--- src/rtl/alu_pkg.sv ---
// Shared encodings for the ID->EX ALU control stage.
// Build option: ALU_FPU_EN enables FADD/FMUL decode and latency countdown.
package alu_pkg;

  localparam logic [1:0] OP_MEM = 2'b00;
  localparam logic [1:0] OP_BR  = 2'b01;
  localparam logic [1:0] OP_ALU = 2'b10;
  localparam logic [1:0] OP_FPU = 2'b11;

  localparam logic [3:0] CTRL_ADD  = 4'b0000;
  localparam logic [3:0] CTRL_SUB  = 4'b0001;
  localparam logic [3:0] CTRL_AND  = 4'b0010;
  localparam logic [3:0] CTRL_OR   = 4'b0011;
  localparam logic [3:0] CTRL_XOR  = 4'b0100;
  localparam logic [3:0] CTRL_SLT  = 4'b0101;
  localparam logic [3:0] CTRL_SLTU = 4'b0110;
  localparam logic [3:0] CTRL_SLL  = 4'b0111;
  localparam logic [3:0] CTRL_SRL  = 4'b1000;
  localparam logic [3:0] CTRL_SRA  = 4'b1001;
  localparam logic [3:0] CTRL_FADD = 4'b1110;
  localparam logic [3:0] CTRL_FMUL = 4'b1111;

  localparam logic [1:0] BE_BYTE = 2'b00;
  localparam logic [1:0] BE_HALF = 2'b01;
  localparam logic [1:0] BE_WORD = 2'b11;

  typedef enum logic [1:0] {
    ST_EMPTY = 2'd0,
    ST_FULL  = 2'd1,
    ST_BUSY  = 2'd2
  } state_e;

  typedef struct packed {
    logic [3:0] ctrl;
    logic [1:0] be;
    logic       is_fpu;
    logic [3:0] lat;
  } dec_t;

endpackage

--- src/rtl/alu_ctrl_stage_if.sv ---
// Handshake and decode bus between ID, the ALU control stage and EX.
// Build option: ALU_FPU_EN (affects only the stage behaviour).
interface alu_ctrl_stage_if #(
  parameter int CTRL_W = 4
);
  logic              flush;
  logic              in_valid;
  logic              in_ready;
  logic [1:0]        ALUOp;
  logic [2:0]        funct3;
  logic              funct7_5;
  logic              rtype;
  logic              out_valid;
  logic              out_ready;
  logic [CTRL_W-1:0] ALUCtrl;
  logic [1:0]        be;
  logic              fpu_busy;

  modport master (
    output flush, in_valid, ALUOp, funct3,
    output funct7_5, rtype, out_ready,
    input  in_ready, out_valid, ALUCtrl,
    input  be, fpu_busy
  );

  modport slave (
    input  flush, in_valid, ALUOp, funct3,
    input  funct7_5, rtype, out_ready,
    output in_ready, out_valid, ALUCtrl,
    output be, fpu_busy
  );
endinterface

--- src/rtl/alu_ctrl_decode.sv ---
// Combinational ALUOp/funct3/funct7_5 decode to ALU control code and byte enable.
// Build option: ALU_FPU_EN enables FADD/FMUL decode.
import alu_pkg::*;

module alu_ctrl_decode #(
  parameter int FADD_LAT = 3,
  parameter int FMUL_LAT = 4
) (
  input  logic [1:0] alu_op_i,
  input  logic [2:0] funct3_i,
  input  logic       funct7_5_i,
  input  logic       rtype_i,
  output dec_t       dec_o
);

  logic [3:0] fpu_lat;

  always_comb begin
    fpu_lat = 4'd0;
    if (funct3_i == 3'b000) fpu_lat = 4'(FADD_LAT);
    if (funct3_i == 3'b001) fpu_lat = 4'(FMUL_LAT);
  end

  always_comb begin
    dec_o.ctrl   = CTRL_ADD;
    dec_o.be     = BE_BYTE;
    dec_o.is_fpu = 1'b0;
    dec_o.lat    = fpu_lat;
    unique case (alu_op_i)
      OP_MEM: begin
        unique case (funct3_i)
          3'b001:  dec_o.be = BE_HALF;
          3'b010:  dec_o.be = BE_WORD;
          default: dec_o.be = BE_BYTE;
        endcase
      end
      OP_BR: begin
        unique case (funct3_i)
          3'b110, 3'b111: dec_o.ctrl = CTRL_SLTU;
          3'b010, 3'b011: dec_o.ctrl = CTRL_ADD;
          default:        dec_o.ctrl = CTRL_SUB;
        endcase
      end
      OP_ALU: begin
        unique case (funct3_i)
          3'b000: dec_o.ctrl = (rtype_i & funct7_5_i)
                             ? CTRL_SUB : CTRL_ADD;
          3'b001: dec_o.ctrl = CTRL_SLL;
          3'b010: dec_o.ctrl = CTRL_SLT;
          3'b011: dec_o.ctrl = CTRL_SLTU;
          3'b100: dec_o.ctrl = CTRL_XOR;
          3'b101: dec_o.ctrl = funct7_5_i
                             ? CTRL_SRA : CTRL_SRL;
          3'b110: dec_o.ctrl = CTRL_OR;
          default: dec_o.ctrl = CTRL_AND;
        endcase
      end
      default: begin
`ifdef ALU_FPU_EN
        unique case (funct3_i)
          3'b000: begin
            dec_o.ctrl   = CTRL_FADD;
            dec_o.is_fpu = 1'b1;
          end
          3'b001: begin
            dec_o.ctrl   = CTRL_FMUL;
            dec_o.is_fpu = 1'b1;
          end
          default: dec_o.ctrl = CTRL_ADD;
        endcase
`else
        dec_o.ctrl = CTRL_ADD;
`endif
      end
    endcase
  end

endmodule

--- src/rtl/alu_ctrl_stage.sv ---
// Registered ALU control stage with valid/ready handshake and FPU latency stall.
// Build option: ALU_FPU_EN enables the BUSY countdown for FADD/FMUL.
import alu_pkg::*;

module alu_ctrl_stage #(
  parameter int FADD_LAT = 3,
  parameter int FMUL_LAT = 4,
  parameter int CTRL_W   = 4
) (
  input logic             clk,
  input logic             rst,
  alu_ctrl_stage_if.slave bus
);

  state_e     state_q, state_d;
  logic [3:0] ctrl_q, ctrl_d;
  logic [1:0] be_q, be_d;
  logic       in_ready;
  logic       accept;
  dec_t       dec;

  alu_ctrl_decode #(
    .FADD_LAT(FADD_LAT),
    .FMUL_LAT(FMUL_LAT)
  ) u_dec (
    .alu_op_i  (bus.ALUOp),
    .funct3_i  (bus.funct3),
    .funct7_5_i(bus.funct7_5),
    .rtype_i   (bus.rtype),
    .dec_o     (dec)
  );

  assign in_ready = (state_q == ST_EMPTY) |
                    ((state_q == ST_FULL) & bus.out_ready);
  assign accept   = bus.in_valid & in_ready & ~bus.flush;

  assign bus.in_ready  = in_ready;
  assign bus.out_valid = (state_q == ST_FULL);
  assign bus.ALUCtrl   = CTRL_W'(ctrl_q);
  assign bus.be        = be_q;

`ifdef ALU_FPU_EN
  logic [3:0] cnt_q, cnt_d;

  assign bus.fpu_busy = (state_q == ST_BUSY);

  always_comb begin
    state_d = state_q;
    ctrl_d  = ctrl_q;
    be_d    = be_q;
    cnt_d   = cnt_q;
    if (bus.flush) begin
      state_d = ST_EMPTY;
      cnt_d   = 4'd0;
    end else if (accept) begin
      ctrl_d = dec.ctrl;
      be_d   = dec.be;
      if (dec.is_fpu && dec.lat != 4'd0) begin
        state_d = ST_BUSY;
        cnt_d   = dec.lat;
      end else begin
        state_d = ST_FULL;
      end
    end else begin
      case (state_q)
        ST_BUSY: begin
          cnt_d = cnt_q - 4'd1;
          if (cnt_q == 4'd1) state_d = ST_FULL;
        end
        ST_FULL: if (bus.out_ready) state_d = ST_EMPTY;
        default: state_d = state_q;
      endcase
    end
  end

  always_ff @(posedge clk or posedge rst) begin
    if (rst) cnt_q <= 4'd0;
    else     cnt_q <= cnt_d;
  end
`else
  logic unused_fpu;

  // Without the FPU every op, including ALUOp 11, completes in one cycle.
  assign unused_fpu   = ^{dec.is_fpu, dec.lat};
  assign bus.fpu_busy = 1'b0;

  always_comb begin
    state_d = state_q;
    ctrl_d  = ctrl_q;
    be_d    = be_q;
    if (bus.flush) begin
      state_d = ST_EMPTY;
    end else if (accept) begin
      ctrl_d  = dec.ctrl;
      be_d    = dec.be;
      state_d = ST_FULL;
    end else if (state_q == ST_FULL && bus.out_ready) begin
      state_d = ST_EMPTY;
    end
  end
`endif

  always_ff @(posedge clk or posedge rst) begin
    if (rst) begin
      state_q <= ST_EMPTY;
      ctrl_q  <= CTRL_ADD;
      be_q    <= BE_BYTE;
    end else begin
      state_q <= state_d;
      ctrl_q  <= ctrl_d;
      be_q    <= be_d;
    end
  end

endmodule
--- src/flat_wrapper.sv ---
// flat-port wrapper written by rule: the top's interface ports become plain ports
module alu_ctrl_stage_flat 
#(
  parameter int FADD_LAT = 3,
  parameter int FMUL_LAT = 4,
  parameter int CTRL_W   = 4
)
  (clk, rst, bus_flush, bus_in_valid, bus_ALUOp, bus_funct3, bus_funct7_5, bus_rtype, bus_out_ready, bus_in_ready, bus_out_valid, bus_ALUCtrl, bus_be, bus_fpu_busy);
  alu_ctrl_stage_if #(.CTRL_W(CTRL_W)) bus_i ();
  input logic clk;
  input logic rst;
  input wire logic [$bits(bus_i.flush)-1:0] bus_flush;
  input wire logic [$bits(bus_i.in_valid)-1:0] bus_in_valid;
  input wire logic [$bits(bus_i.ALUOp)-1:0] bus_ALUOp;
  input wire logic [$bits(bus_i.funct3)-1:0] bus_funct3;
  input wire logic [$bits(bus_i.funct7_5)-1:0] bus_funct7_5;
  input wire logic [$bits(bus_i.rtype)-1:0] bus_rtype;
  input wire logic [$bits(bus_i.out_ready)-1:0] bus_out_ready;
  output wire logic [$bits(bus_i.in_ready)-1:0] bus_in_ready;
  output wire logic [$bits(bus_i.out_valid)-1:0] bus_out_valid;
  output wire logic [$bits(bus_i.ALUCtrl)-1:0] bus_ALUCtrl;
  output wire logic [$bits(bus_i.be)-1:0] bus_be;
  output wire logic [$bits(bus_i.fpu_busy)-1:0] bus_fpu_busy;
  assign bus_i.flush = bus_flush;
  assign bus_i.in_valid = bus_in_valid;
  assign bus_i.ALUOp = bus_ALUOp;
  assign bus_i.funct3 = bus_funct3;
  assign bus_i.funct7_5 = bus_funct7_5;
  assign bus_i.rtype = bus_rtype;
  assign bus_i.out_ready = bus_out_ready;
  assign bus_in_ready = bus_i.in_ready;
  assign bus_out_valid = bus_i.out_valid;
  assign bus_ALUCtrl = bus_i.ALUCtrl;
  assign bus_be = bus_i.be;
  assign bus_fpu_busy = bus_i.fpu_busy;
  alu_ctrl_stage #(.FADD_LAT(FADD_LAT), .FMUL_LAT(FMUL_LAT), .CTRL_W(CTRL_W)) u_core (.clk(clk), .rst(rst), .bus(bus_i));
endmodule
--- config.mk ---
export PLATFORM = sky130hd
export DESIGN_NAME = alu_ctrl_stage_flat
export DESIGN_NICKNAME = d
export VERILOG_FILES = /design/src/rtl/alu_pkg.sv /design/src/rtl/alu_ctrl_stage_if.sv /design/src/rtl/alu_ctrl_decode.sv /design/src/rtl/alu_ctrl_stage.sv /design/src/flat_wrapper.sv
export SDC_FILE = /design/constraint.sdc
export NUM_CORES = 1
export LEC_CHECK = 0
export ABC_CLOCK_PERIOD_IN_PS = 1040
export CAP_MARGIN = 20
export CORE_AREA = 3 3 41 43
export CTS_BUF_LIST = sky130_fd_sc_hd__clkbuf_4 sky130_fd_sc_hd__clkbuf_8
export DETAILED_ROUTE_END_ITERATION = 10
export DIE_AREA = 0 0 44 46
export PLACE_DENSITY_LB_ADDON = 0.15
export RECOVER_POWER = 100
export SLEW_MARGIN = 5
export SYNTH_ARGS = -nofsm -noshare
export SYNTH_HDL_FRONTEND = slang
export SYNTH_SLANG_ARGS = --single-unit
--- constraint.sdc ---
create_clock -name clk -period 1.04 [get_ports clk]
set_input_delay 0.208 -clock clk [delete_from_list [all_inputs] [get_ports clk]]
set_output_delay 0.208 -clock clk [all_outputs]
set_load 0.02 [all_outputs]
==> results of run 1 <==
routing by layer:
layer | global-route usage | up-vias | wire (µm)
met5 | 0 | - | 0
met4 | 0.127 | 0 | 33
met3 | 0.0119 | 4 | 71
met2 | 0.203 | 18 | 511
met1 | 0.159 | 197 | 465
li1 | - | 243 | -
what timing repair did:
| action | 4_1_cts | 5_1_grt |
|---|---|---|
| endpoints found under the setup margin | 14 | 8 |
| setup buffers | 2 | 0 |
| pin swaps | 6 | 2 |
| cloned | 0 | 0 |
| gates resized for setup | 43 | 5 |
cell usage in the layout (no fill, tap or decap), drive strengths merged:
cell type      netlist  layout
nor3b                1       1
nor2                 2       2
a31oi                1       1
nand2b               1       1
o41ai                1       1
dlygate4sd2          0       5
inv                  7       7
conb                 1       1
a211oi               1       1
a22o                 1       1
o31ai                2       2
xnor2                1       1
or2                  1       1
clkbuf               0       6
clkdlybuf4s50        0       5
dlygate4sd3          0       1
o21ai                4       4
nand3b               2       2
nand2                7       7
nand4                1       1
buf                  3      20
mux2                 1       1
a21oi                2       2
a22oi                1       1
ha                   3       3
dfrtp                7       7
nor3                 1       1
stage by stage:
stage,utilization,hold slack (ns),cells
after global placement,0.579,0.456,95
after global routing,0.614,0.331,101
after CTS,0.595,0.187,101
after detailed placement,0.579,0.452,95
after floorplan,-,0.0113,52
final,0.614,0.322,101
worst min path at each step:
stage	start	end	cells after the start
after floorplan	rst	u_core.bus.ALUCtrl[0]	1
after global placement	rst	u_core.bus.ALUCtrl[1]	2
after detailed placement	rst	u_core.bus.ALUCtrl[1]	2
after CTS	rst	u_core.bus.ALUCtrl[3]	2
after global routing	rst	u_core.bus.ALUCtrl[1]	2
final	rst	u_core.bus.ALUCtrl[3]	2
logic make-up (layout without fill, tap and decap cells):
kind of cell,count (synthesis),in the layout,synth area share
adder cells (fa/ha/maj),3,3,0.0760
flip-flops,7,7,0.354
buffers and inverters,10,44,0.114
XOR/XNOR,1,1,0.0177
other,1,1,0.00759
multiplexers,1,1,0.0304
AND/OR/NAND/NOR,16,16,0.192
AO/OA/AOI/OAI,13,13,0.208
critical path, delay by kind of cell (launching register included):
family | cells | cell delay (ns)
simple gates | 3 | 0.44
flops | 1 | 0.41
buf+inv | 1 | 0.10
compound gates | 1 | 0.10
power breakdown:
part / switching, mW / internal (mW)
Combinational: 0.124 / 0.130
Sequential: 0.00838 / 0.290
Clock: 0.0947 / 0.172
registers in the layout, indices dropped and copies added (netlist names):
| name | count |
|---|---|
| u_core.bus.be | 2 |
| u_core.bus.ALUCtrl | 4 |
| u_core.state_q | 1 |
final cells by class:
class,instances,area (µm²),area share
well taps,15,18.8,0.0229
clock buffers,4,30.0,0.0367
multi-input cells,35,314,0.384
inverters,7,26.3,0.0321
repair buffers,33,253,0.309
flip-flops and latches,7,176,0.216
==> impl_metrics.yaml, run 1 <==
outcome:
  outcome: "finished, violations left"
  failed_checks: "negative setup slack"
timing:
  clock_skew_ns: 0.00235
  report.final.hold_viol_count: 0
  layout_min_cycle_time_ns: 1.13
  timing.final.crit_share: 1.09
  fin_ws_ns: -0.0897
  setup_violations_final: 7
  rsz_0062_raised_after_global_routing: "yes"
  slew_viol_final: 0
  setup_total_negative_slack_ns: -0.478
  clock.fmax_mhz: 885
finish:
  layout-area-overhead-vs-synth_pct: 65.6
  fillCellCount: 136
  share_of_cells_above_drive_strength_1: 0.523
  fin_area_um2: 818
  antenna_cells_inserted: 0
  layout.nets: 102
critical_path:
  critical-path-slowest-cell: "sky130_fd_sc_hd__dfrtp_2"
  arrival_ns: 1.31
  cp-startpoint: "u_core.state_q[0]"
  rr_endpoint: "u_core.bus.ALUCtrl[2]"
  max_stage_delay_ns: 0.41
  reg2reg_from: "u_core.state_q[0]"
  endpoint_kind: "register"
  rr_worst_depth: 5
  worst-r2r-setup-slack_ns: -0.09
  crit_path_end: "u_core.bus.ALUCtrl[2]"
  worstPathCellList: "nand2b_4 > buf_6 > nand3b_4 > or2_4 > o21ai_2"
  worstSetupPathType: "register to register"
  critPathMaxFanout: 6
  timing.critical_path.required_ns: 1.22
  startpoint_type: "register"
cts:
  inserted_clock_buffers: 3
  post_cts_hold_buffer_count: 0
  clock_insertion_delay_worst_skew_ns: 0.25
  root_buffer: "sky130_fd_sc_hd__clkbuf_4"
  tritoncts: "built"
  clock_path_buffers: 2
  numClockSinks: 7
  clkSlewWorstSetupHoldPaths_ns: 0.05
  cts_htree_levels: 1
global_route:
  grtUsageTotal: 0.132
  grt_antenna_before_repair: 0
  grt_overflow: 0
  grt_pass1_wl_um: 1890
  maximum_number_of_pins_on_one_net_before_global_route_repair: 8
  number_of_global_route_vias_before_repair: 444
placed_design:
  placedInstanceArea_um2: 772
  routability_congestion_estimate_from_global_placement: 0.762
  post-dp-hpwl_um: 818
  io_buffers: 19
  dp_worst_setup_slack_ns: -0.563
power_and_ir_drop:
  power.total_mw: 0.818
  ir_worst_vdd_uv: 552
  pwr_density_cell_mw_per_mm2: 1000
  p_leak_nw: 0.417
synth:
  yosysUniqueCellTypes: 26
  netlist.top_cell.by_area: "sky130_fd_sc_hd__dfrtp_1"
  synth.ff_latch_count: 7
  synth_top_area_share: 0.354
  post_synth.cell_area_avg_um2: 9.50
  post_synth_main_area_contributors: "sky130_fd_sc_hd__dfrtp_1, sky130_fd_sc_hd__ha_1, sky130_fd_sc_hd__inv_1"
  synth.top_cells.by_count: "sky130_fd_sc_hd__dfrtp_1, sky130_fd_sc_hd__inv_1, sky130_fd_sc_hd__nand2_1"
  synth_nets: 67
  synthCells: 52
  ys_async_sr_fraction: 1.00
  top_reg_cell_synth: "sky130_fd_sc_hd__dfrtp_1"
  synth_edf_count: 0
  yosysWarnings: 0
  synth-seq-area-share: 0.354
  synthesis.area_um2: 494
floorplan:
  floorplan.die_area_mm2: 0.00202
  core.rowCount: 13
  floorplan.initialDensity: 0.371
  io_pins: 21
  chipHeight_um: 46
  core_mm2: 0.00133
  dieWidth_um: 44
detailed_routing:
  via_count: 462
  drt_first_iter_violations: 5
  vias_per_cell: 4.57
  pre_repair_dr_iteration_count: 4
  postRouteWirelength_um: 1080
  drc: 0
  final_antenna_violating_net_count: 0
  wire_per_inst_um: 10.7
min_path:
  hold_path.class: "input pin to async pin"
job:
  timing.max_cap.violations: 0
No activity file was read; power rests on OpenSTA's default activity.
==> run 2, diff against run 1 <==
ABC_CLOCK_PERIOD_IN_PS = 1340   (was 1040)
CORE_AREA = 3 3 40 42   (was 3 3 41 43)
DIE_AREA = 0 0 43 45   (was 0 0 44 46)
clock period = 1.34 ns   (was 1.04 ns; I/O delays follow)
==> impl_metrics.yaml, run 2 (same netlist as run 1, synthesis figures left out) <==
timing:
  fin_ws_ns: 0.0764
  layout_min_cycle_time_ns: 1.26
  report.final.hold_viol_count: 0
  setup_violations_final: 0
  timing.final.crit_share: 0.943
  clock.fmax_mhz: 791
  rsz_0062_raised_after_global_routing: "no"
  slew_viol_final: 0
  clock_skew_ns: 0.00116
min_path:
  hold_path.class: "input pin to async pin"
finish:
  layout.nets: 97
  layout.cells.most_common_list: "sky130_fd_sc_hd__dlygate4sd2_1, sky130_fd_sc_hd__buf_4, sky130_fd_sc_hd__nand2_1, sky130_fd_sc_hd__clkdlybuf4s50_1, sky130_fd_sc_hd__dfrtp_1"
  core_util_final: 0.604
  layout-area-overhead-vs-synth_pct: 57.0
  fillCellCount: 123
  antenna_cells_inserted: 0
  largest_reg_flops: 4
  share_of_cells_above_drive_strength_1: 0.321
critical_path:
  endpoint_kind: "register"
  startpoint_type: "input pin"
  worstSetupPathType: "input pin to register"
  arrival_ns: 1.43
  rr_endpoint: "u_core.bus.ALUCtrl[1]"
  critPathMaxFanout: 4
  rr_worst_depth: 5
  worst-r2r-setup-slack_ns: 0.20
  reg2reg_from: "u_core.state_q[0]"
  timing.critical_path.required_ns: 1.51
placed_design:
  dp_worst_setup_slack_ns: -0.346
  io_buffers: 19
  routability_congestion_estimate_from_global_placement: 0.821
  post-dp-hpwl_um: 821
detailed_routing:
  wl_met3_um: 82
  pre_repair_dr_iteration_count: 4
  postRouteWirelength_um: 963
  met1_length_um: 419
  wl_met2_um: 461
  vias_per_cell: 4.70
  highest_layer: "met3"
  drc: 0
  wire_per_inst_um: 10.0
  via_count: 451
  drt_first_iter_violations: 7
  final_antenna_violating_net_count: 0
cts:
  inserted_clock_buffers: 3
  clock_path_buffers: 2
  tritoncts: "built"
  post_cts_hold_buffer_count: 0
  clock_insertion_delay_worst_skew_ns: 0.24
  post_cts_repair_setup_buffers: 0
  root_buffer: "sky130_fd_sc_hd__clkbuf_4"
  cts_htree_levels: 1
  numClockSinks: 7
  clkSlewWorstSetupHoldPaths_ns: 0.05
floorplan:
  core_mm2: 0.00128
  io_pins: 21
  core.rowCount: 13
  chipHeight_um: 45
  floorplan.initialDensity: 0.385
  floorplan.die_area_mm2: 0.00194
  dieWidth_um: 43
global_route:
  grt_pass1_wl_um: 1660
  grt_antenna_before_repair: 0
  number_of_global_route_vias_before_repair: 421
  grtUsageTotal: 0.116
  maximum_number_of_pins_on_one_net_before_global_route_repair: 8
  grt_overflow: 0
outcome:
  outcome: "completed"
job:
  timing.max_cap.violations: 0
power_and_ir_drop:
  ir_worst_vdd_uv: 313
  power.total_mw: 0.610
  p_leak_nw: 0.394
  pwr_density_cell_mw_per_mm2: 787
## run 2: timing repair
item	in CTS	in global routing
resized for setup	18	1
setup endpoints to repair	11	2
pin swaps	2	0
## run 2: final cells by class
| cell class | count | area, µm² | share of cell area |
|---|---|---|---|
| clock buffer | 4 | 30.0 | 0.0387 |
| inverter | 7 | 26.3 | 0.0339 |
| multi-input combinational | 35 | 282 | 0.363 |
| sequential | 7 | 175 | 0.226 |
| tap | 15 | 18.8 | 0.0242 |
| timing repair buffer | 28 | 244 | 0.315 |
## run 2: critical path, stage by stage
cell	delay, ns
sky130_fd_sc_hd__clkdlybuf4s50_1	0.44
sky130_fd_sc_hd__nand2b_2	0.11
sky130_fd_sc_hd__buf_4	0.12
sky130_fd_sc_hd__nand3b_4	0.09
sky130_fd_sc_hd__or2_1	0.27
sky130_fd_sc_hd__o21ai_1	0.13
## run 2: stage by stage
stage | hold WS [ns] | area, µm² | TNS (ns) | std cells
2_1_floorplan | 0.0714 | 494 | 0 | 52
3_3_place_gp | 0.455 | 741 | -1.58 | 92
3_5_place_dp | 0.459 | 741 | -1.71 | 92
4_1_cts | 0.259 | 773 | 0 | 96
5_1_grt | 0.413 | 776 | 0 | 96
6_report | 0.386 | 776 | 0 | 96
## run 2: where the power goes
group | internal, mW | switching (mW) | total, mW
registers | 0.224 | 0.00598 | 0.230
logic | 0.0905 | 0.0854 | 0.176
clock network | 0.133 | 0.0706 | 0.204
total | 0.448 | 0.162 | 0.610
## run 2: worst max path at each step
stage | from | endpoint | slack [ns] | cells after the start
floorplan | u_core.state_q[0] | u_core.bus.ALUCtrl[2] | 0.11 | 4
global placement | bus_out_ready | bus_in_ready | -0.34 | 3
detailed placement | bus_out_ready | bus_in_ready | -0.35 | 3
CTS | bus_funct3[1] | u_core.bus.ALUCtrl[0] | 0.04 | 5
global route | bus_out_ready | u_core.bus.be[0] | 0.003 | 6
finish | bus_out_ready | u_core.bus.ALUCtrl[1] | 0.08 | 6
## run 2: layer usage
metal,global-route usage,up-vias
li1,-,234
met1,0.132,201
met2,0.189,16
met3,0.0359,0
met4,0.0723,0
met5,0,-
